[config.mk]
export PLATFORM = sky130hd
export DESIGN_NAME = ddr_cmd_arb
export DESIGN_NICKNAME = d
export VERILOG_FILES = /design/src/rtl/ddr_pkg.sv /design/src/rtl/ddr_rd_credit.sv /design/src/rtl/ddr_cmd_arb.sv
export SDC_FILE = /design/constraint.sdc
export NUM_CORES = 1
export LEC_CHECK = 0
export CELL_PAD_IN_SITES_DETAIL_PLACEMENT = 2
export CELL_PAD_IN_SITES_GLOBAL_PLACEMENT = 2
export CORE_ASPECT_RATIO = 1.4
export CORE_MARGIN = 2
export CORE_UTILIZATION = 18
export DETAILED_ROUTE_END_ITERATION = 7
export HOLD_SLACK_MARGIN = 0.06
export PLACE_DENSITY_LB_ADDON = 0.08
export SLEW_MARGIN = 20
export SYNTH_ARGS = -nofsm -noshare
export SYNTH_HDL_FRONTEND = slang
export SYNTH_SLANG_ARGS = --single-unit
[constraint.sdc]
create_clock -name clk -period 4.7 [get_ports clk]
set_input_delay 0.705 -clock clk [delete_from_list [all_inputs] [get_ports clk]]
set_output_delay 0.705 -clock clk [all_outputs]
set_load 0.02 [all_outputs]
[src/rtl/ddr_pkg.sv]
// Shared types and constants for the DDR3 command-port arbiter.
// Command encodings match the DDR IP user interface.
package ddr_pkg;

  localparam int ADDR_W     = 29;
  localparam int ADDR_STEP  = 8;
  localparam int RD_CNT_W   = 5;

  localparam logic [2:0] CMD_WR = 3'd0;
  localparam logic [2:0] CMD_RD = 3'd1;

  typedef enum logic [1:0] {
    IDLE   = 2'd0,
    GNT_WR = 2'd1,
    GNT_RD = 2'd2
  } arb_state_e;

  typedef enum logic {
    SRC_WR = 1'b0,
    SRC_RD = 1'b1
  } gnt_src_e;

  // Round-robin pick when both requesters are eligible and neither is urgent.
  function automatic arb_state_e alternate_pick(input gnt_src_e last_gnt);
    return (last_gnt == SRC_RD) ? GNT_WR : GNT_RD;
  endfunction

endpackage

[src/rtl/ddr_rd_credit.sv]
// Up/down counter of read commands whose data beat has not yet returned.
// full gates new reads; full_next lets the arbiter drop the grant on the filling read.
module ddr_rd_credit
  import ddr_pkg::*;
#(
  parameter int MAX_OUT = 16,
  parameter int CNT_W   = RD_CNT_W
) (
  input  logic             clk,
  input  logic             rst,
  input  logic             inc,
  input  logic             dec,
  output logic [CNT_W-1:0] cnt,
  output logic             full,
  output logic             full_next
);

  logic [CNT_W-1:0] cnt_q;
  logic [CNT_W-1:0] cnt_d;

  always_comb begin
    cnt_d = cnt_q;
    if (inc && !dec) begin
      cnt_d = cnt_q + CNT_W'(1);
    end else if (dec && !inc && (cnt_q != '0)) begin
      cnt_d = cnt_q - CNT_W'(1);
    end
  end

  always_ff @(posedge clk or posedge rst) begin
    if (rst) begin
      cnt_q <= '0;
    end else begin
      cnt_q <= cnt_d;
    end
  end

  assign cnt       = cnt_q;
  assign full      = (cnt_q == CNT_W'(MAX_OUT));
  assign full_next = (cnt_d == CNT_W'(MAX_OUT));

  // A return with nothing in flight, or a read issued while full, means upstream broke the protocol.
  a_no_underflow : assert property (@(posedge clk) disable iff (rst)
    !(dec && !inc && (cnt_q == '0)));
  a_no_overflow : assert property (@(posedge clk) disable iff (rst)
    !(inc && !dec && full));

endmodule

[src/rtl/ddr_cmd_arb.sv]
// Arbitrates the single DDR3 command port between the capture write path and the readout path.
// Commands issue combinationally from the grant state; every grant change passes through IDLE.
module ddr_cmd_arb
  import ddr_pkg::*;
#(
  parameter int ADDR_W     = ddr_pkg::ADDR_W,
  parameter int MAX_BURST  = 30,
  parameter int MAX_RD_OUT = 16,
  parameter int ADDR_STEP  = ddr_pkg::ADDR_STEP
) (
  input  logic              clk,
  input  logic              rst,
  input  logic              init_calib_complete,
  input  logic              wr_req,
  input  logic              wr_urgent,
  input  logic [ADDR_W-1:0] wr_addr,
  output logic              wr_ack,
  input  logic              rd_req,
  input  logic [ADDR_W-1:0] rd_addr,
  output logic              rd_ack,
  input  logic              ddr_cmd_rdy,
  input  logic              ddr_wr_data_rdy,
  input  logic              ddr_rd_data_valid,
  output logic [2:0]        ddr_cmd,
  output logic              ddr_cmd_en,
  output logic [ADDR_W-1:0] ddr_addr,
  output logic              ddr_wr_data_en,
  output logic              ddr_wr_data_end,
  output logic [4:0]        rd_outstanding,
  output logic              busy
);

  localparam int BURST_W = $clog2(MAX_BURST + 1);

  arb_state_e         state_q, state_d;
  gnt_src_e           last_gnt_q, last_gnt_d;
  logic [BURST_W-1:0] burst_cnt_q, burst_cnt_d;

  logic wr_fire;
  logic rd_fire;
  logic leave;
  logic rd_ok;
  logic burst_last;
  logic rd_full;
  logic rd_full_next;

  ddr_rd_credit #(
    .MAX_OUT (MAX_RD_OUT),
    .CNT_W   (5)
  ) u_rd_credit (
    .clk       (clk),
    .rst       (rst),
    .inc       (rd_fire),
    .dec       (ddr_rd_data_valid),
    .cnt       (rd_outstanding),
    .full      (rd_full),
    .full_next (rd_full_next)
  );

  assign burst_last = (burst_cnt_q == BURST_W'(MAX_BURST - 1));
  assign rd_ok      = rd_req && !rd_full;

  always_comb begin
    state_d     = state_q;
    last_gnt_d  = last_gnt_q;
    burst_cnt_d = burst_cnt_q;
    wr_fire     = 1'b0;
    rd_fire     = 1'b0;
    leave       = 1'b0;

    unique case (state_q)
      IDLE: begin
        if (init_calib_complete) begin
          if (wr_req && wr_urgent) begin
            state_d = GNT_WR;
          end else if (wr_req && rd_ok) begin
            state_d = alternate_pick(last_gnt_q);
          end else if (wr_req) begin
            state_d = GNT_WR;
          end else if (rd_ok) begin
            state_d = GNT_RD;
          end
        end
      end
      GNT_WR: begin
        wr_fire = init_calib_complete && wr_req && ddr_cmd_rdy && ddr_wr_data_rdy;
        leave   = !init_calib_complete || !wr_req || (wr_fire && burst_last);
      end
      GNT_RD: begin
        rd_fire = init_calib_complete && rd_req && ddr_cmd_rdy && !rd_full;
        // Urgent writes preempt reads; a read firing this cycle still completes.
        leave   = !init_calib_complete || !rd_req || (rd_fire && burst_last) ||
                  rd_full_next || (wr_urgent && wr_req);
      end
      default: begin
        state_d = IDLE;
      end
    endcase

    if (wr_fire || rd_fire) begin
      burst_cnt_d = burst_cnt_q + BURST_W'(1);
    end

    if (leave) begin
      state_d     = IDLE;
      burst_cnt_d = '0;
      last_gnt_d  = (state_q == GNT_WR) ? SRC_WR : SRC_RD;
    end
  end

  always_ff @(posedge clk or posedge rst) begin
    if (rst) begin
      state_q     <= IDLE;
      last_gnt_q  <= SRC_RD;
      burst_cnt_q <= '0;
    end else begin
      state_q     <= state_d;
      last_gnt_q  <= last_gnt_d;
      burst_cnt_q <= burst_cnt_d;
    end
  end

  // Idle values: read opcode, zero address, all strobes low.
  always_comb begin
    ddr_cmd_en      = wr_fire || rd_fire;
    ddr_wr_data_en  = wr_fire;
    ddr_wr_data_end = wr_fire;
    wr_ack          = wr_fire;
    rd_ack          = rd_fire;
    ddr_cmd         = wr_fire ? CMD_WR : CMD_RD;
    ddr_addr        = '0;
    if (wr_fire) begin
      ddr_addr = wr_addr;
    end else if (rd_fire) begin
      ddr_addr = rd_addr;
    end
  end

  assign busy = (state_q != IDLE);

  a_addr_aligned : assert property (@(posedge clk) disable iff (rst)
    ddr_cmd_en |-> ((64'(ddr_addr) % 64'(ADDR_STEP)) == 64'd0));

endmodule

-- Yosys cells after proc, flatten, opt, wreduce, memory -nomap -nowiden
Index checks and enable logic that the tools add are counted.
Widths: inputs -> output; s select.
- logic and storage cells: 67
- register bits after elaboration: 13
- input bits: 67
- muxes and demuxes: 19
- reduce and logical (&&, ||, !) cells: 33
- add/subtract/negate cells: 3
- eq/ne operators: 8
- operators by type and width (operator ; count):
    $mux 29 ; 2
    $mux 5 ; 4
    $eq 5x5->1 const B ; 3
    $logic_and 1x1->1 ; 14
    $mux 2 ; 7
    $add 5x1->5 const B ; 2
    $logic_or 1x1->1 ; 7
    $logic_not 1->1 ; 6
    $ne 6x6->1 const B ; 1
    $reduce_bool 5->1 ; 1
    $sub 5x1->5 const B ; 1
    $mux 1 ; 4
    $pmux 2 s2 ; 1
    $reduce_bool 2->1 ; 2
    $ne 3x3->1 const B ; 1
    $reduce_and 3->1 ; 1
    $eq 2x1->1 const B ; 1
    $eq 2x2->1 const B ; 1
    $logic_not 2->1 ; 1
    $ne 2x1->1 const B ; 1
    $pmux 1 s2 ; 1
    $reduce_or 2->1 ; 1

-- Depth between registers and ports, before layout
- depth after elaboration: 15
- gate-level depth with buffers: 10

-- Hierarchy
A second synthesis with hierarchy kept.
- cell total of the unflattened synthesis: 150
- area total of the unflattened synthesis: 1342.5 µm²
- modules (own cells, without submodules) (module ; sequential area each (µm²) ; cells each ; times used ; area each (µm²)):
    ddr_cmd_arb ; 201.4 ; 104 ; 1 ; 919.6
    ddr_rd_credit ; 125.1 ; 46 ; 1 ; 422.9

-- Least setup slack after synthesis
No wires, ideal clock.
- path type: register -> output
- from: register u_rd_credit.cnt_q[1] (netlist: u_rd_credit.cnt[1])
- to: output ddr_addr[18]
- stages on the path, launching flop included: 10
- buffers on the path: 3
- setup slack: 1.838 ns
- data arrival time: 2.157 ns
- path through: dfrtp_1 > inv_1 > ha_1 > nand4bb_1 > nand2b_1 > buf_4 > nor2_1 > clkbuf_1 > clkbuf_1 > a22o_1
- word-level cells in the longest chain between the ends: 6
- ends and longest elaborated chain (item ; line ; text):
    start, declared ; ddr_rd_credit.sv:18 ; logic [CNT_W-1:0] cnt_q;
    start signal, assigned ; ddr_rd_credit.sv:34 ; cnt_q <= cnt_d;
    $eq 5x5->1 ; ddr_rd_credit.sv:39 ; assign full = (cnt_q == CNT_W'(MAX_OUT));
    $logic_not 1->1 ; ddr_cmd_arb.sv:90 ; rd_fire = init_calib_complete && rd_req && ddr_cmd_rdy && !rd_full;
    $logic_and 1x1->1 ; ddr_cmd_arb.sv:90 ;
    $mux 1 ; ddr_cmd_arb.sv:71 ; unique case (state_q)
    $mux 29 ; ddr_cmd_arb.sv:134 ; end else if (rd_fire) begin
    $mux 29 ; ddr_cmd_arb.sv:132 ; if (wr_fire) begin
    end, declared ; ddr_cmd_arb.sv:26 ; output logic [ADDR_W-1:0] ddr_addr,
No other way between the ends.

-- Final worst setup path
- from: input init_calib_complete
- to: output ddr_addr[12]
- word-level cells in the longest chain between the ends: 6
- elaborated cells between the ends (all ways): 10
- those cells by class: 4 x mux; 6 x reduce/logical
- ends and longest elaborated chain (item ; line ; text):
    start, declared ; ddr_cmd_arb.sv:13 ; input logic init_calib_complete,
    $logic_and 1x1->1 (3 in a row) ; ddr_cmd_arb.sv:90 ;
    $mux 1 ; ddr_cmd_arb.sv:71 ;
    $mux 29 ; ddr_cmd_arb.sv:134 ;
    $mux 29 * ; ddr_cmd_arb.sv:132 ;
Mark *: on every way between the ends. The rest lies on a longest branch, timed or not.

==> results.md <==
* Hold-fix buffers at CTS at 0
* Routed WL per cell at 18.6 µm
* Netlist Area Pre-Place at 1380 µm²
* VDD IR-drop max at 0.189 mV
* Largest family of logic cells by synthesized area: compound AO/OA/AOI/OAI gates
* H-tree depth at 1
* Grt ovf at 0
* Via count at 1698
* Clock transition at path regs at 60 ps
* Final wirelength at 6650 µm
* Setup repair bufs after CTS at 0
* Worst rel slew slack at 54.9%
* Clk_lat worst skew at 250 ps
* Seq/Total Area, Yosys at 23.7%
* RSZ-0062 raised after global routing: no
* Crit path launch type: primary input
* Routed Antenna Nets at 0
* Most used cell, CP: clkdlybuf4s50_1
* GRT Util Overall at 15.7%
* Fin. max-slew vios at 0
* Critical path cell sequence: clkdlybuf4s50_1 > nand4_1 > nand2b_1 > nor2_2 > buf_4 > a22o_1 > clkdlybuf4s50_1
* Leading cell types by count after synthesis: a22o_1, dfrtp_1, inv_1
* Initial antenna violation count at 0
* Post-CTS sizing at 0
* Slowest stage delay, CP at 640 ps
* CTS root buffer: clkbuf_8
* Layout area overhead at 85.0%
* Maximum clock insertion buffer count at 2
* Final min period at 3740 ps
* Final nets at 337
* Netlist cell types at 51
* Simple-gate share of the synthesized area at 22.5%
* Largest net degree at the start of global routing at 30
* Max Cap Viol at 0
* Slew @ Worst Pin at 675 ps
* Asr flop ratio synth at 100%
* Worst Path Arrival at 3040 ps
* Post-synth EDFFs at 0
* Cell with the most instances after synthesis: a22o_1
* Vias in the first global route at 1758
* Post-Synth XOR/XNOR Area at 4.44%
* Ys flop type: dfrtp_1
* Setup CP Type: in2out
* Drc violations at 0
* Avg Inst Size Synth at 8.52 µm²
* Worst Clk Skew at 1.36 ps
* Die width at 78.0 µm
* Clock Sinks at 13
* Register area at 327 µm²
* Setup_tns at 0 ps
* Die Ht at 108 µm
* Complex-gate fraction of the synthesized area at 30.7%
* Type of the tightest min-delay check: reg2reg
* Gate Count Post-Synth at 162
* Yosys top cell area share at 21.8%
* First-pass GRT wire length at 10300 µm
* Fmax at 267 MHz
* Finish-stage setup viols at 0
* Slowest cell on the critical path: clkdlybuf4s50_1
* Top cells by area, synth: dfrtp_1, a22o_1, ha_1
* Die ar. at 8390 µm²
* IO Count at 110
* Share of layout cells above drive strength 1 at 5.36%
* DRT Pass-1 Iters at 2
* Number of diodes at 0
* Worst hold path depth at 2
* Post-synthesis mux area share at 1.45%
* Leak at 0.000996 µW
* Yosys Warn Count at 0
* Pwr dens at 311 nW/µm²
* Fill cell instance count of the final layout at 847
* Tcrit/Tclk final at 79.6%
* FF-to-FF path depth at 9
* Largest fanout on the critical path at 29
* Core area at 7410 µm²
* Port-buffer cells at 107
* Required @ worst endpoint at 3990 ps
* Crit end category: output pin
* GPL Wtd Cong at 0.731
* CTS Buf Count at 3
* Starting Density at 18.6%
* Area leader, netlist: dfrtp_1
* Initial drt markers at 32
* DR vias/cell at 4.74
* Multi-input gate area at 926 µm²
* Register bit total from synthesis at 13
* Post-DP HPWL at 5660 µm
* Post-Synth Adder-Cell Area at 7.25%
* Status: finished clean
* Util after Layout at 34.5%
* Final Hold Fails at 0
* # rows at 37
* CTS tree: yes
layout make-up:
cell class	count	area share (%)
timing repair buffer	109	42.5
inverter	13	1.91
sequential	13	12.8
tap	97	4.75
clock buffer	4	1.76
multi-input combinational	122	36.3
report_power, final:
group          switching [µW]  total (µW)  internal [µW]
Clock                    45.4         106           60.1
Combinational             236         473            237
Sequential               66.4         216            149
Total                     348         794            446
worst paths after layout:
path | startpoint | endpoint | slack (ps)
max | init_calib_complete | ddr_addr[12] | 960
max in group asynchronous | rst | last_gnt_q$_DFFE_PP1N_ | 3540
min in group asynchronous | rst | u_rd_credit.cnt[4]$_DFF_PP0_ | 790
max reg2reg | u_rd_credit.cnt[1]$_DFF_PP0_ | burst_cnt_q[1]$_DFFE_PP0P_ | 1820
min reg2reg | burst_cnt_q[4]$_DFFE_PP0P_ | burst_cnt_q[4]$_DFFE_PP0P_ | 610
min | burst_cnt_q[4]$_DFFE_PP0P_ | burst_cnt_q[4]$_DFFE_PP0P_ | 610
metal layers:
metal / up-vias / global-route usage, % / share of wire, %
met5: - / 0 / 0
met4: 0 / 2.76 / 0.65
met3: 4 / 4.61 / 8.5
met2: 70 / 31.0 / 54
met1: 820 / 16.3 / 36
li1: 804 / - / -
placed cells by master (no fill, tap or decap), drive strengths merged, types with 2 or more instances in the layout:
cell type / count
nor3: 8
o311a: 2
clkdlybuf4s50: 107
a21oi: 2
nand4: 5
and2: 3
buf: 2
mux2i: 2
xor2: 4
nor3b: 2
nand2: 7
or4b: 2
inv: 13
xnor2: 3
nor2: 4
clkbuf: 4
ha: 8
nor2b: 3
a2111oi: 2
a22o: 29
o21ai: 7
conb: 2
nand3: 5
nand2b: 2
dfrtp: 12
flip-flops by register name, summed over array words and instances, names as in the netlist:
signal           cells
burst_cnt_q          5
state_q              2
u_rd_credit.cnt      5
last_gnt_q           1
logic make-up after synthesis:
kind of cell	after synthesis
mux	2
other cells	1
xor+xnor	7
buf+inv	28
flops	13
simple gates	51
compound gates	52
fa+ha+maj	8
critical path, delay by kind of cell:
family                 cells  cell delay, ps
AOI/OAI and AO/OA          1             180
buffers and inverters      3            1490
and+or+nand+nor            3             670
stage by stage:
stage                     total power (µW)  worst slack, ps  hold WS, ps  cell area, µm²  cells
after floorplan                        497             1840          549            1380    163
after global placement                 697              934          601            2510    354
after detailed placement               700              903          601            2510    354
after CTS                              811              897          620            2550    358
after global routing                   865              756          655            2550    358
final                                  794              957          605            2550    358
No activity file was read; power rests on OpenSTA's default activity.
